**src/rtl/ram_stream_reader.sv**
```systemverilog
// Streams a contiguous, wrapping address range out of an async-read RAM
// onto a valid/ready interface, flagging the final word of each command.
module ram_stream_reader #(
  parameter int DATA_WIDTH    = 32,
  parameter int ADDRESS_WIDTH = 10
) (
  input  logic                     clk,
  input  logic                     rst_n,
  input  logic                     start_i,
  input  logic [ADDRESS_WIDTH-1:0] base_addr_i,
  input  logic [ADDRESS_WIDTH:0]   len_i,
  input  logic                     abort_i,
  output logic [ADDRESS_WIDTH-1:0] ram_addr_o,
  input  logic [DATA_WIDTH-1:0]    ram_data_i,
  output logic                     out_valid_o,
  input  logic                     out_ready_i,
  output logic [DATA_WIDTH-1:0]    out_data_o,
  output logic                     out_last_o,
  output logic                     busy_o,
  output logic                     done_o
);

  typedef enum logic [1:0] {S_IDLE, S_READ, S_DRAIN} state_t;

  localparam logic [ADDRESS_WIDTH:0]   REM_ONE = (ADDRESS_WIDTH+1)'(1);
  localparam logic [ADDRESS_WIDTH-1:0] PTR_ONE = ADDRESS_WIDTH'(1);
  localparam logic [ADDRESS_WIDTH:0]   LEN_ZERO = '0;

  state_t                   r_state, w_next;
  logic [ADDRESS_WIDTH-1:0] r_ptr;
  logic [ADDRESS_WIDTH:0]   r_rem;
  logic                     r_valid, r_last, r_done;
  logic [DATA_WIDTH-1:0]    r_data;

  logic w_load, w_hs, w_final, w_start, w_empty_cmd;

  // The output register refills whenever it is empty or being drained.
  assign w_load      = (r_state == S_READ) && (!r_valid || out_ready_i);
  assign w_hs        = r_valid && out_ready_i;
  assign w_final     = (r_rem == REM_ONE);
  assign w_start     = (r_state == S_IDLE) && start_i && (len_i != LEN_ZERO);
  assign w_empty_cmd = (r_state == S_IDLE) && start_i && (len_i == LEN_ZERO);

  always_ff @(posedge clk or negedge rst_n) begin
    if (!rst_n) r_state <= S_IDLE;
    else        r_state <= w_next;
  end

  always_comb begin
    w_next = r_state;
    if (abort_i) begin
      w_next = S_IDLE;
    end else begin
      case (r_state)
        S_IDLE:  if (w_start) w_next = S_READ;
        S_READ:  if (w_load && w_final) w_next = S_DRAIN;
        S_DRAIN: if (w_hs) w_next = S_IDLE;
        default: w_next = S_IDLE;
      endcase
    end
  end

  always_ff @(posedge clk or negedge rst_n) begin
    if (!rst_n) begin
      r_ptr   <= '0;
      r_rem   <= '0;
      r_valid <= 1'b0;
      r_last  <= 1'b0;
      r_data  <= '0;
      r_done  <= 1'b0;
    end else if (abort_i) begin
      // Pointer deliberately holds so the RAM address stays where it stopped.
      r_rem   <= '0;
      r_valid <= 1'b0;
      r_last  <= 1'b0;
      r_done  <= 1'b0;
    end else begin
      r_done <= w_empty_cmd || ((r_state == S_DRAIN) && w_hs);
      if (w_start) begin
        r_ptr <= base_addr_i;
        r_rem <= len_i;
      end else if (w_load) begin
        r_data  <= ram_data_i;
        r_valid <= 1'b1;
        r_last  <= w_final;
        r_ptr   <= r_ptr + PTR_ONE;
        r_rem   <= r_rem - REM_ONE;
      end else if (w_hs) begin
        r_valid <= 1'b0;
        r_last  <= 1'b0;
      end
    end
  end

  assign ram_addr_o  = r_ptr;
  assign out_valid_o = r_valid;
  assign out_data_o  = r_data;
  assign out_last_o  = r_last;
  assign busy_o      = (r_state != S_IDLE);
  assign done_o      = r_done;

endmodule

```
**config.mk**
```make
export PLATFORM = sky130hd
export DESIGN_NAME = ram_stream_reader
export DESIGN_NICKNAME = d
export VERILOG_FILES = /design/src/rtl/ram_stream_reader.sv
export SDC_FILE = /design/constraint.sdc
export NUM_CORES = 1
export LEC_CHECK = 0
export ABC_CLOCK_PERIOD_IN_PS = 4100
export BUFFER_PORTS_ARGS = -buffer_cell sky130_fd_sc_hd__buf_2
export CELL_PAD_IN_SITES_DETAIL_PLACEMENT = 1
export CELL_PAD_IN_SITES_GLOBAL_PLACEMENT = 1
export CORE_UTILIZATION = 40
export CTS_CLUSTER_DIAMETER = 40
export DETAILED_ROUTE_END_ITERATION = 10
export PLACE_DENSITY = 0.86
export SLEW_MARGIN = 20
export SYNTH_ARGS = -nofsm -noshare
export SYNTH_HDL_FRONTEND = slang
export SYNTH_SLANG_ARGS = --single-unit
```
**constraint.sdc**
```tcl
create_clock -name clk -period 4.1 [get_ports clk]
set_input_delay 1.23 -clock clk [delete_from_list [all_inputs] [get_ports clk]]
set_output_delay 1.23 -clock clk [all_outputs]
set_load 0.02 [all_outputs]
```
# After elaboration in Yosys (flattened, before gate mapping)
# Cells that the tools add are included.
totals:
  regBits: 58
  in_bits: 58
  out_inout_bits: 46
classes:
  reduce_logical: 21
  add_sub_neg: 2
  mux: 18
  eq_ne: 7
  bitwise_logic: 2
op_table:
  columns: ["cell", "n"]
  rows:
  - ["2-to-1 mux 11 bit", 3]
  - ["2-to-1 mux 10 bit", 2]
  - ["== test 11 x 1 -> 1 bit (second input constant)", 1]
  - ["logical NOT 11 bit", 1]
  - ["nonzero test 11 bit", 1]
  - ["subtractor 11 x 1 -> 11 bit (second input constant)", 1]
  - ["adder 10 x 1 -> 10 bit (second input constant)", 1]
  - ["2-to-1 mux 1 bit", 8]
  - ["2-to-1 mux 2 bit", 4]
  - ["logical AND 1 bit", 7]
  - ["!= test 3 bit (second input constant)", 2]
  - ["case mux 2 bit (3 select lines)", 1]
  - ["AND reduction 3 bit", 2]
  - ["nonzero test 3 bit", 2]
  - ["AND reduction 2 bit", 2]
  - ["nonzero test 2 bit", 2]
  - ["!= test 3 x 2 -> 1 bit (second input constant)", 1]
  - ["== test 2 x 1 -> 1 bit (second input constant)", 1]
  - ["== test 2 bit (second input constant)", 1]
  - ["logical NOT 2 bit", 1]
  - ["logical OR 1 bit", 2]
  - ["!= test 2 bit (second input constant)", 1]
  - ["NOT 1 bit", 2]
  - ["logical NOT 1 bit", 1]

# Longest topological paths before layout
depth:
  ltp_word: 7
  ltp_mapped: 6
  ltp_nobuf: 6

# Worst setup path before layout
# OpenSTA, ideal clock, no wires.
synth_timing:
  path_kind: "input to register"
  startpoint: "input port len_i[0]"
  endpoint: "register r_ptr[5], in the netlist ram_addr_o[5]"
  setup_ps: 120
  required_time_ps: 3980
  n_path_buf: 0
  arrival_time_ps: 2603
  cell_stages: 4
  slack_ps: 1377
  path_cell_list: "or4_4 > o31a_4 > a311o_1 > o211a_1"
synth_via:
  elab_chain_cells: 4
  word_cells_on_any_way: 5
  classes_between: "1 x mux; 4 x reduce/logical"
synth_lines:
  columns: ["element", "line_no", "rtl"]
  rows:
  - ["from (decl)", "11", "input logic [ADDRESS_WIDTH:0] len_i,"]
  - ["nonzero test 11 bit (*)", "41", "assign w_start = (r_state == S_IDLE) && start_i && (len_i != LEN_ZERO);"]
  - ["logical AND 1 bit (*)", "41", null]
  - ["nonzero test 2 bit (no line)", null, null]
  - ["AND reduction 2 bit (no line)", null, null]
  - ["to (signal assigned)", "80", "r_ptr <= base_addr_i;"]
  - ["to (signal assigned)", "86", "r_ptr <= r_ptr + PTR_ONE;"]
  - ["to (decl)", "30", "logic [ADDRESS_WIDTH-1:0] r_ptr;"]
# Every way passes the cells marked *; elsewhere a longest branch is shown, timed or not.
# A chain may end at the register's enable or synchronous reset.

# Worst setup path in the final report
layout_timing:
  startpoint: "input port out_ready_i"
  endpoint: "register r_data[15], in the netlist out_data_o[15]"
layout_via:
  elab_chain_cells: 3
layout_lines:
  columns: ["element", "line_no", "rtl"]
  rows:
  - ["from (decl)", "16", "input logic out_ready_i,"]
  - ["logical OR 1 bit", "38", "assign w_load = (r_state == S_READ) && (!r_valid || out_ready_i);"]
  - ["logical AND 1 bit", "38", null]
  - ["AND reduction 3 bit (no line)", null, null]
  - ["to (signal assigned)", "83", "r_data <= ram_data_i;"]
  - ["to (decl)", "33", "logic [DATA_WIDTH-1:0] r_data;"]
# Every way passes these cells.

==> impl_metrics.py <==
metrics = {
    "status": {
        "status": "finished clean",
    },
    "sta": {
        "finalHoldViolations": 0,
        "drv_slew": 0,
        "timing.final.crit_period_ns": 2.76,
        "tightest_slew_ns": 0.810,
        "relSlewSlack": 0.459,
        "tns_ns": 0,
        "clock_skew_ns": 0.00833,
        "setup_viol": 0,
        "rsz0062_at_grt": "no",
        "fin_crit_sh": 0.674,
        "fmax_mhz": 362,
        "setup_ws_ns": 1.34,
    },
    "pwr": {
        "max-vdd-ir-drop_v": 0.000240,
        "p_per_area_nw_per_um2": 530,
        "leakage_nw": 1.66,
    },
    "run": {
        "drv_cap": 0,
    },
    "floorplan": {
        "die_width_microns": 85.7,
        "coreArea_sq_um": 6790,
        "die_area_sq_um": 7350,
        "io-pin-count": 104,
        "die_y_microns": 85.7,
        "rows": 30,
        "start_util": 0.413,
    },
    "cts": {
        "hold_buffers": 0,
        "cts_buffers": 9,
        "cts_resized": 0,
        "clk-insertion-delay-late_ns": 0.33,
        "cts_sinks": 58,
        "ctsLongestPathBuffers": 2,
        "cts_root_buffer": "clkbuf_8",
        "cts_max_level": 3,
        "tritoncts": "built",
        "post_cts_buffers": 0,
        "clk_pin_slew_ns": 0.07,
    },
    "cells_and_area": {
        "nFillCells": 788,
        "antenna_cells": 0,
        "drive_above_1_share": 0.483,
        "fin_util": 0.531,
        "final_common_cell": "buf_2",
        "nNetsFinal": 404,
        "final_cell_area_sq_um": 3610,
        "syn2layout_area_growth_pct": 28.7,
        "layout_common_cells": "buf_2, dfrtp_1, mux2_2",
    },
    "min_path": {
        "hold_class": "register to register",
    },
    "routing": {
        "viasPerCell": 5.34,
        "drc_errors": 0,
        "first_pass_iters": 4,
        "num_vias": 2372,
        "drt-initial-drc-count": 108,
        "wl_per_cell_microns": 17.3,
        "routed_wl_mm": 7.69,
        "drtAntennaViolNets": 0,
    },
    "setup_path": {
        "worstSetupPathType": "input port to register",
        "end_kind": "register",
        "start_kind": "input port",
        "rrSetupSlack_ns": 1.74,
        "startpoint": "out_ready_i",
        "r2r-end": "out_data_o[15]$_DFFE_PN0P_",
        "crit_fanout": 32,
        "crit_end": "out_data_o[15]$_DFFE_PN0P_",
        "cp.arrival_ns": 2.97,
        "worstPathRequired_ns": 4.31,
        "ff2ff_path_depth": 6,
        "rr_startpoint": "r_state[0]$_DFFE_PN0P_",
    },
    "yosys": {
        "ys_warn_count": 0,
        "synth_cells": 237,
        "yosys.area_share.xor_xnor": 0.0187,
        "synth_area_sq_um": 2800,
        "synth_ff_type": "dfrtp_1",
        "synthAdderAreaFrac": 0.0134,
        "yosys.area_share.simple": 0.145,
        "synth_top_family_by_area": "simple AND/OR/NAND/NOR gates",
        "synth-seq-cells": 58,
        "synth_cell_types": 54,
        "synth.avg_cell_area_sq_um": 11.8,
        "synth_compound_area_frac": 0.144,
        "synth_seq_area_share": 0.518,
        "synthMuxAreaShare": 0.132,
        "syn_nets": 298,
        "synth-edff-count": 0,
        "async_flop_share": 1.00,
    },
    "placed_design": {
        "place_hpwl_mm": 5.72,
        "place.gp.congestion": 0.766,
        "port_buffers": 103,
        "place_ws_ns": 0.981,
        "placed_area_sq_um": 3420,
    },
    "global_route": {
        "grt_pass1_wl_mm": 12.8,
        "grt_usage": 0.226,
        "antenna_found_initial": 0,
        "grt_pass1_vias": 2570,
        "grt_max_degree": 39,
        "grt-ovfl-total": 0,
    },
}
==> Yosys cell counts (all sizes together) (2+ instances only) <==
cell type | count | area (sq um)
a211oi | 8 | 60.1
a21oi | 7 | 35.0
a311oi | 5 | 43.8
and3 | 3 | 18.8
and4 | 2 | 17.5
buf | 10 | 52.6
clkbuf | 3 | 11.3
dfrtp | 58 | 1450
ha | 3 | 37.5
inv | 5 | 18.8
mux2 | 32 | 360
nand2 | 7 | 26.3
nand2b | 4 | 25.0
nand3 | 9 | 45.0
nand4 | 6 | 37.5
nor2 | 17 | 63.8
nor3 | 6 | 30.0
nor3b | 2 | 15.0
nor4 | 2 | 12.5
o21ai | 3 | 15.0
o221a | 3 | 33.8
o22ai | 4 | 25.0
o31ai | 2 | 20.0
or3 | 4 | 25.0
or4 | 4 | 37.5
xor2 | 5 | 43.8
==> sequential cells by signal, indices dropped and copies added (netlist names) <==
signal	cells
out_data_o	32
done_o	1
out_last_o	1
out_valid_o	1
ram_addr_o	10
r_state	2
r_rem	11
==> cell type report <==
| class | count | area, sq um | share of cell area |
|---|---|---|---|
| clock buffers | 9 | 124 | 0.0343 |
| flip-flops and latches | 58 | 1450 | 0.402 |
| clock inverters | 7 | 70.1 | 0.0194 |
| inverters | 5 | 18.8 | 0.00520 |
| repair buffers | 108 | 553 | 0.153 |
| well taps | 96 | 120 | 0.0333 |
| multi-input cells | 161 | 1270 | 0.353 |
==> per-layer routing <==
| layer | vias up | routed length [microns] | track usage |
|---|---|---|---|
| met5 | - | 0 | 0 |
| met4 | 0 | 150 | 0.0773 |
| met3 | 17 | 310 | 0.0539 |
| met2 | 76 | 4030 | 0.392 |
| met1 | 1171 | 3190 | 0.277 |
| li1 | 1108 | - | - |
==> per-stage QoR <==
step	instances	hold WS, ns	power (W)
3_5_place_dp	428	0.491	0.00141
2_1_floorplan	237	0.475	0.00118
4_1_cts	444	0.507	0.00193
3_3_place_gp	428	0.485	0.00138
5_1_grt	444	0.524	0.00202
6_report	444	0.501	0.00191
==> how the worst min path moves through the flow <==
| stage | start | to | slack (ns) | depth (start not counted) |
|---|---|---|---|---|
| after detailed placement | out_data_o[14]$_DFFE_PN0P_ | out_data_o[14]$_DFFE_PN0P_ | 0.49 | 1 |
| after global placement | out_data_o[12]$_DFFE_PN0P_ | out_data_o[12]$_DFFE_PN0P_ | 0.48 | 1 |
| final | out_data_o[21]$_DFFE_PN0P_ | out_data_o[21]$_DFFE_PN0P_ | 0.50 | 1 |
| after floorplan | r_state[0]$_DFFE_PN0P_ | done_o$_DFF_PN0_ | 0.47 | 1 |
| after CTS | out_data_o[4]$_DFFE_PN0P_ | out_data_o[4]$_DFFE_PN0P_ | 0.51 | 1 |
| after global routing | out_data_o[7]$_DFFE_PN0P_ | out_data_o[7]$_DFFE_PN0P_ | 0.52 | 1 |
==> cell families after synthesis <==
logic type,count (synthesis)
buf+inv,18
fa+ha+maj,3
flops,58
xor+xnor,6
compound gates,46
simple gates,73
mux,33
==> where the power goes <==
part / switching [W] / internal [W] / total, W
sequential: 0.0000925 / 0.000703 / 0.000796
clock: 0.000237 / 0.000279 / 0.000516
combinational: 0.000349 / 0.000251 / 0.000599
total: 0.000678 / 0.00123 / 0.00191
==> worst max-delay path: stages <==
cell	delay, ns
buf_2	0.12
nand2b_1	0.50
nand2_1	0.20
nor2_2	0.13
buf_4	0.38
mux2_2	0.40
No activity file was read; power rests on OpenSTA's default activity.
